===== config.mk =====
export PLATFORM = sky130hd
export DESIGN_NAME = hilo_muldiv_ctrl
export DESIGN_NICKNAME = d
export VERILOG_FILES = /design/src/rtl/hilo_muldiv_ctrl.sv
export SDC_FILE = /design/constraint.sdc
export NUM_CORES = 2
export LEC_CHECK = 0
export BUFFER_PORTS_ARGS = -buffer_cell sky130_fd_sc_hd__buf_2
export CAP_MARGIN = 10
export CORE_ASPECT_RATIO = 1.75
export CORE_MARGIN = 5
export CORE_UTILIZATION = 46
export CTS_CLUSTER_DIAMETER = 120
export DETAILED_ROUTE_END_ITERATION = 16
export HOLD_SLACK_MARGIN = 0.03
export PLACE_DENSITY = 0.61
export SLEW_MARGIN = 20
export SYNTH_ARGS = -nofsm -noshare
export SYNTH_HDL_FRONTEND = slang
export SYNTH_SLANG_ARGS = --single-unit

===== constraint.sdc =====
create_clock -name clk_i -period 10.94 [get_ports clk_i]
set_input_delay 3.282 -clock clk_i [delete_from_list [all_inputs] [get_ports clk_i]]
set_output_delay 3.282 -clock clk_i [all_outputs]
set_load 0.005 [all_outputs]

===== src/rtl/hilo_muldiv_ctrl.sv =====
// -----------------------------------------------------------------------------
// hilo_muldiv_ctrl
//
// Multi-cycle multiply/divide sequencer that owns the architectural HI/LO
// registers. MULT/MULTU run for a fixed MUL_LAT busy cycles. DIV/DIVU run a
// 32-iteration restoring divide on operand magnitudes, followed by one FIX
// cycle that applies the result signs. A zero divisor completes after one busy
// cycle and leaves HI/LO untouched. MTHI/MTLO writes are accepted only while
// idle with no start pending. A flush aborts whatever is in flight, with no
// HI/LO update and no done pulse.
//
// Ports:
//   clk_i         clock; all state updates on the rising edge
//   reset_i       synchronous active-high reset
//   start_i       issue request, sampled only in IDLE
//   op_i          00 MULT, 01 MULTU, 10 DIV, 11 DIVU
//   src_a_i       rs operand (dividend / multiplicand)
//   src_b_i       rt operand (divisor / multiplier)
//   hilo_wen_i    bit1 writes HI, bit0 writes LO (MTHI/MTLO)
//   hilo_wdata_i  write data for hilo_wen_i
//   flush_i       abort the in-flight operation
//   busy_o        high whenever the sequencer is not idle
//   done_o        one-cycle pulse, new HI/LO visible this cycle
//   hi_o, lo_o    architectural HI / LO registers
//
// Parameter:
//   MUL_LAT       multiply busy cycles, legal range 1..8
// -----------------------------------------------------------------------------
module hilo_muldiv_ctrl #(
    parameter int unsigned MUL_LAT = 3
) (
    input  logic        clk_i,
    input  logic        reset_i,
    input  logic        start_i,
    input  logic [1:0]  op_i,
    input  logic [31:0] src_a_i,
    input  logic [31:0] src_b_i,
    input  logic [1:0]  hilo_wen_i,
    input  logic [31:0] hilo_wdata_i,
    input  logic        flush_i,
    output logic        busy_o,
    output logic        done_o,
    output logic [31:0] hi_o,
    output logic [31:0] lo_o
);

    typedef enum logic [2:0] {
        S_IDLE = 3'd0,
        S_MUL  = 3'd1,
        S_DIV  = 3'd2,
        S_FIX  = 3'd3,
        S_DZ   = 3'd4
    } state_e;

    // The MUL counter is loaded with MUL_LAT-1 so that it leaves MUL after
    // exactly MUL_LAT cycles.
    localparam logic [5:0] MUL_LOAD = 6'(MUL_LAT - 1);
    localparam logic [5:0] DIV_LAST = 6'd31;

    // Two's-complement magnitude when the operand is treated as signed.
    function automatic logic [31:0] mag32(input logic [31:0] v, input logic is_signed);
        if (is_signed && v[31]) begin
            mag32 = 32'd0 - v;
        end else begin
            mag32 = v;
        end
    endfunction

    // Conditional two's-complement negation.
    function automatic logic [31:0] cond_neg32(input logic [31:0] v, input logic neg);
        if (neg) begin
            cond_neg32 = 32'd0 - v;
        end else begin
            cond_neg32 = v;
        end
    endfunction

    state_e      state_q;
    logic [5:0]  cnt_q;
    // Multiply: opa_q/opb_q hold the raw operands.
    // Divide:   opa_q is the dividend/quotient shift register, opb_q the
    //           divisor magnitude, rem_q the partial remainder.
    logic [31:0] opa_q;
    logic [31:0] opb_q;
    logic [31:0] rem_q;
    logic        sgn_mul_q;
    logic        neg_quo_q;
    logic        neg_rem_q;
    logic [31:0] hi_q;
    logic [31:0] lo_q;
    logic        busy_q;
    logic        done_q;

    logic [63:0] ext_a_d;
    logic [63:0] ext_b_d;
    logic [63:0] prod_d;
    logic [32:0] shifted_d;
    logic        fits_d;
    logic [31:0] rem_d;
    logic [31:0] quo_d;
    logic [31:0] quo_fix_d;
    logic [31:0] rem_fix_d;
    logic        start_sgn_d;
    logic [31:0] a_mag_d;
    logic [31:0] b_mag_d;

    // 64-bit product of the latched operands. Extending both operands to 64
    // bits (sign- or zero-) and keeping the low 64 bits of the product gives
    // the correct signed or unsigned result.
    always_comb begin
        if (sgn_mul_q) begin
            ext_a_d = {{32{opa_q[31]}}, opa_q};
            ext_b_d = {{32{opb_q[31]}}, opb_q};
        end else begin
            ext_a_d = {32'd0, opa_q};
            ext_b_d = {32'd0, opb_q};
        end
        prod_d = ext_a_d * ext_b_d;
    end

    // One restoring-division step: shift in the next dividend bit, then
    // subtract the divisor if it fits. The partial remainder is always below
    // the divisor, so the difference fits back into 32 bits.
    always_comb begin
        shifted_d = {rem_q, opa_q[31]};
        fits_d    = (shifted_d >= {1'b0, opb_q});
        if (fits_d) begin
            rem_d = shifted_d[31:0] - opb_q;
        end else begin
            rem_d = shifted_d[31:0];
        end
        quo_d = {opa_q[30:0], fits_d};
    end

    // Sign fix-up: the quotient is negative when the operand signs differ,
    // and the remainder takes the dividend's sign (truncation toward zero).
    always_comb begin
        quo_fix_d = cond_neg32(opa_q, neg_quo_q);
        rem_fix_d = cond_neg32(rem_q, neg_rem_q);
    end

    // Operand preparation for an accepted start (op_i[0]=0 means signed).
    always_comb begin
        start_sgn_d = ~op_i[0];
        a_mag_d     = mag32(src_a_i, start_sgn_d);
        b_mag_d     = mag32(src_b_i, start_sgn_d);
    end

    // Sequencer FSM together with the HI/LO registers and registered outputs.
    always_ff @(posedge clk_i) begin
        if (reset_i) begin
            state_q   <= S_IDLE;
            cnt_q     <= 6'd0;
            opa_q     <= 32'd0;
            opb_q     <= 32'd0;
            rem_q     <= 32'd0;
            sgn_mul_q <= 1'b0;
            neg_quo_q <= 1'b0;
            neg_rem_q <= 1'b0;
            hi_q      <= 32'd0;
            lo_q      <= 32'd0;
            busy_q    <= 1'b0;
            done_q    <= 1'b0;
        end else begin
            done_q <= 1'b0;
            case (state_q)
                S_IDLE: begin
                    if (flush_i) begin
                        // Flush beats both start and HI/LO writes.
                        state_q <= S_IDLE;
                        busy_q  <= 1'b0;
                    end else if (start_i) begin
                        busy_q <= 1'b1;
                        if (!op_i[1]) begin
                            state_q   <= S_MUL;
                            cnt_q     <= MUL_LOAD;
                            opa_q     <= src_a_i;
                            opb_q     <= src_b_i;
                            sgn_mul_q <= start_sgn_d;
                        end else if (src_b_i == 32'd0) begin
                            state_q <= S_DZ;
                        end else begin
                            state_q   <= S_DIV;
                            cnt_q     <= 6'd0;
                            opa_q     <= a_mag_d;
                            opb_q     <= b_mag_d;
                            rem_q     <= 32'd0;
                            neg_quo_q <= start_sgn_d & (src_a_i[31] ^ src_b_i[31]);
                            neg_rem_q <= start_sgn_d & src_a_i[31];
                        end
                    end else begin
                        // MTHI/MTLO: each half written independently.
                        state_q <= S_IDLE;
                        busy_q  <= 1'b0;
                        if (hilo_wen_i[1]) begin
                            hi_q <= hilo_wdata_i;
                        end else begin
                            hi_q <= hi_q;
                        end
                        if (hilo_wen_i[0]) begin
                            lo_q <= hilo_wdata_i;
                        end else begin
                            lo_q <= lo_q;
                        end
                    end
                end
                S_MUL: begin
                    if (flush_i) begin
                        state_q <= S_IDLE;
                        busy_q  <= 1'b0;
                    end else if (cnt_q == 6'd0) begin
                        state_q <= S_IDLE;
                        busy_q  <= 1'b0;
                        done_q  <= 1'b1;
                        hi_q    <= prod_d[63:32];
                        lo_q    <= prod_d[31:0];
                    end else begin
                        cnt_q <= cnt_q - 6'd1;
                    end
                end
                S_DIV: begin
                    if (flush_i) begin
                        state_q <= S_IDLE;
                        busy_q  <= 1'b0;
                    end else begin
                        rem_q <= rem_d;
                        opa_q <= quo_d;
                        if (cnt_q == DIV_LAST) begin
                            state_q <= S_FIX;
                        end else begin
                            cnt_q <= cnt_q + 6'd1;
                        end
                    end
                end
                S_FIX: begin
                    state_q <= S_IDLE;
                    busy_q  <= 1'b0;
                    if (!flush_i) begin
                        done_q <= 1'b1;
                        lo_q   <= quo_fix_d;
                        hi_q   <= rem_fix_d;
                    end else begin
                        done_q <= 1'b0;
                    end
                end
                S_DZ: begin
                    // Divide by zero: HI/LO are left as they were.
                    state_q <= S_IDLE;
                    busy_q  <= 1'b0;
                    done_q  <= ~flush_i;
                end
                default: begin
                    state_q <= S_IDLE;
                    busy_q  <= 1'b0;
                end
            endcase
        end
    end

    assign busy_o = busy_q;
    assign done_o = done_q;
    assign hi_o   = hi_q;
    assign lo_o   = lo_q;

endmodule


* Word-level counts from Yosys, hierarchy flattened
Cells that the tools add are included. Widths: inputs -> output; s select.
Word-level totals: input port bits 104, output and inout port bits 66, bits in registers 174, logic and storage cells 132
Cells by class: order comparisons 1, equal/unequal tests 23, reduce and logical (&&, ||, !) cells 18, multipliers 1, bitwise logic cells 7, mux-type cells 63, add/sub/neg operators 7
Operators with widths (count):
- $mux 32 | 29
- $pmux 32 s3 | 2
- $mux 64 | 2
- $pmux 32 s2 | 2
- $sub 1x32->32 const A | 4
- $mul 64x64->64 | 1
- $mux 6 | 8
- $ge 33x32->1 | 1
- $logic_not 32->1 | 1
- $sub 32x32->32 | 1
- $ne 2x2->1 const B | 15
- $mux 3 | 8
- $pmux 6 s3 | 1
- $reduce_and 7->1 | 2
- $reduce_and 5->1 | 2
- $ne 3x3->1 const B | 3
- $pmux 3 s3 | 1
- $mux 1 | 8
- $reduce_and 4->1 | 2
- $reduce_and 8->1 | 1
- $add 6x1->6 const B | 1
- $eq 3x2->1 const B | 2
- $eq 6x5->1 const B | 1
- $logic_not 6->1 | 1
- 13 further kinds | 21

* Logic depth before layout (Yosys ltp)
depth after elaboration 8, gate-level depth with buffers 36, depth with buffers taken out 33

* Least setup slack after synthesis
OpenSTA, ideal clock, no wires.
path type register -> register, from reg opa_q[31], to reg hi_q[31] (netlist: hi_o[31]), setup slack 1.793 ns, path buffers 3, library setup time 0.062 ns, stages on the path, launching flop included 32, period minus slack after synthesis 9.147 ns, arrival time 9.085 ns, data required time 10.878 ns, cell sequence dfxtp_1 and2_1 clkbuf_1 clkbuf_1 nand2_1 fa_1 inv_1 fa_1 fa_1 inv_1 fa_1 inv_1 fa_1 fa_1 fa_1 fa_1 fa_1 inv_1 fa_1 inv_1 ha_1 clkbuf_1 inv_1 o21bai_1 a21oi_1 nor2_1 a211oi_1 o21ai_0 nor2_1 a31oi_1 or4_1 nand3_1
On the way: word-level cells in the longest chain between the ends 5
Ends and longest elaborated chain:
- start: declaration | RTL line 83 | logic [31:0] opa_q;
- start signal: assignment | RTL line 177 | opa_q <= src_a_i;
- start signal: assignment | RTL line 185 | opa_q <= a_mag_d;
- start signal: assignment | RTL line 227 | opa_q <= quo_d;
- $mux 64 | RTL line 111 | if (sgn_mul_q) begin
- $mul 64x64->64 | RTL line 118 | prod_d = ext_a_d * ext_b_d;
- $mux 32 | RTL line 211 | end else if (cnt_q == 6'd0) begin
- $mux 32 | RTL line 208 | if (flush_i) begin
- $pmux 32 s3 | RTL line 166 | case (state_q)
- end signal: assignment | RTL line 196 | hi_q <= hilo_wdata_i;
- end signal: assignment | RTL line 198 | hi_q <= hi_q;
- end signal: assignment | RTL line 215 | hi_q <= prod_d[63:32];
- end: declaration | RTL line 89 | logic [31:0] hi_q;
Every way passes these cells. The select of a mux whose other input is x is not followed. A chain may end at the register's enable or synchronous reset.

* Final worst setup path
from reg opa_q[19], to reg hi_q[27] (netlist: hi_o[27])
The elaborated chain is that of the path after synthesis.

==> metrics.txt <==
Root Buffer clkbuf_16; critical path required time 11.33 ns; Setup TNS 0 ns; setup ws final 0.6561 ns; Netlist cell types 74; Crit path top cell by count fa_1; Fmax achieved 97.24 MHz; WS Path Type reg -> reg; vias in the first global route 53,460; Async SR Flop Fraction 0; leakage power 31.93 nW; IO buf count 169; fillers 12,670; FF+latch count, synth 174; multi-input combinational cell area 49,060 um2; most common cell after layout, fill and taps aside inv_1; worst vdd ir 134.0 uV; cell type contributing the most total cell area after synthesis fa_1; Crit Path Max Fanout 24; Detailed Route WL 241,300 um; critical path arrival 10.68 ns; CTS Buf Count 17; Placement Setup Slack 0.7311 ns; CP max-delay cell dfxtp_1; via/cell ratio 5.681; Die Span Y 487.4 um; Initial DRT Pass Iterations 5; Non-Filler Instances 8,451; Final Hold Vio Count 0; max-cap violations 0; # IOs 170; initial antenna violation count 9; cts hold-fix bufs 0; Final Slew Violations 0; Setup crit end kind flop; DRC 0; GP Congestion 1.048; post-CTS setup buffers 0; Critical Path Source Type flop; Post-Syn Area per Cell 8.830 um2; Post-Syn Area 59,900 um2; first-pass GRT wire length 351,000 um; clock net sink count 174; register area 3503 um2; global route overflow 0; DP Cell Count 8,410; H-tree depth 4; Worst Hold Class reg -> reg; post-CTS resize count 0; period utilization 0.9400; CTS tree yes; post-route ant nets 0; R2R Setup Slk 0.66 ns; Post-Syn Instances 6,784; Initial Utilization 0.4621; most frequent cells in the layout 1,589 x inv_1, 1,421 x fa_1, 696 x nand2_1; Total Routing Usage GR 0.3566; CP peak stage delay 1.05 ns; Synth area leaders fa_1 47%, inv_1 10%, ha_1 7.3%; Max Buffers Root-to-Sink 2; Final nets 8,622; Area Overhead vs Synth 5.686%; top cell type's share of synthesized area 0.4749; RSZ-0062 raised after global routing no; DPL Wire Length 201,200 um; Reg clk slew, reported paths 0.11 ns; Post-Route Skew 0.03119 ns; Final setup viols 0; die width 282.8 um; Iter 0 DRT Violations 3,364; pwr dens 58.11 nW/um2; post-synthesis sequential area ratio 0.05815; Most used DFF post-synth dfxtp_1; # rows 175; Tmin final 10.28 ns; Worst-Margin Slew 1.261 ns; largest net degree at the start of global routing 77; Worst slew margin 0.1594; status finished clean; area of the core 129,600 um2; yosys warns 0; clk_lat worst skew 0.53 ns; drt wl/cell 28.56 um; Post-Syn Nets 8,658; EDFF count, synth 0; DR vias 48,010; share of cells above drive strength 1 0.06064; total die area 137,800 um2
-- logic make-up after synthesis --
logic type,Yosys count,share of synthesized area
AOI/OAI and AO/OA,749,0.07944
xor gates and xnor gates,261,0.03816
adders and majority gates,1773,0.5483
buffers and inverters,1967,0.1238
DFF,174,0.05815
muxes,36,0.006037
and+or+nand+nor,1824,0.1461
-- stage by stage --
step | total power, mW | util | hold slack [ns] | instance area (um2)
final | 3.679 | 0.4884 | 0.4613 | 63310
after global routing | 3.882 | 0.4883 | 0.4797 | 63290
after floorplan | 2.012 | - | 0.4483 | 59900
after CTS | 3.650 | 0.4882 | 0.4590 | 63280
after detailed placement | 2.910 | 0.4832 | 0.4469 | 62640
after global placement | 2.895 | 0.4831 | 0.4360 | 62630
-- report_power, final --
part | internal, mW | total, mW | switching (mW)
sequential | 0.666 | 0.779 | 0.112
clock | 0.321 | 0.738 | 0.417
combinational | 0.726 | 2.16 | 1.44
-- path summary, 6_finish.rpt --
path | from | end | depth (start not counted)
worst min-delay path | lo_o[13] | lo_o[13] | 2
worst max register to register | opa_q[19] | hi_o[27] | 29
worst min register to register | lo_o[13] | lo_o[13] | 2
worst max-delay path | opa_q[19] | hi_o[27] | 29
-- synthesized netlist by cell type, types with 37 or more instances --
library cell / n
a211oi_1: 91
a21o_1: 37
a21oi_1: 232
and2_1: 493
clkbuf_1: 331
dfxtp_1: 174
fa_1: 1421
ha_1: 349
inv_1: 1589
nand2_1: 697
nand3_1: 41
nor2_1: 359
nor3_1: 51
o21ai_0: 149
xnor2_1: 173
xor2_1: 88
-- worst max-delay path: cells and delay by family (launching register included) --
kind / cells / cell delay [ns]
buffers and inverters: 7 / 0.91
AOI/OAI and AO/OA: 7 / 2.24
and+or+nand+nor: 4 / 0.81
adders and majority gates: 11 / 5.09
DFF: 1 / 1.05
-- sequential cells by signal (all words and copies together), names as in the netlist --
name / count
neg_quo_q: 1
sgn_mul_q: 1
state_q: 3
done_o: 1
opb_q: 32
hi_o: 32
busy_o: 1
rem_q: 32
neg_rem_q: 1
lo_o: 32
opa_q: 32
cnt_q: 6
-- cell type report --
type | instances | share of cell area
Antenna cell | 9 | 0.0003558
Clock buffer | 17 | 0.006720
Clock inverter | 15 | 0.003459
Inverter | 1590 | 0.09427
Multi-Input combinational cell | 4643 | 0.7749
Sequential cell | 174 | 0.05534
Tap cell | 1681 | 0.03322
Timing Repair Buffer | 322 | 0.03174
-- routing by layer --
metal / routed length [um] / global-route usage / vias up
li1: - / - / 20250
met1: 71310 / 0.3345 / 24580
met2: 120500 / 0.6216 / 2129
met3: 12680 / 0.04530 / 1044
met4: 36810 / 0.4005 / 4
met5: 26 / 0 / -
Power figures use the tool's default switching activity.
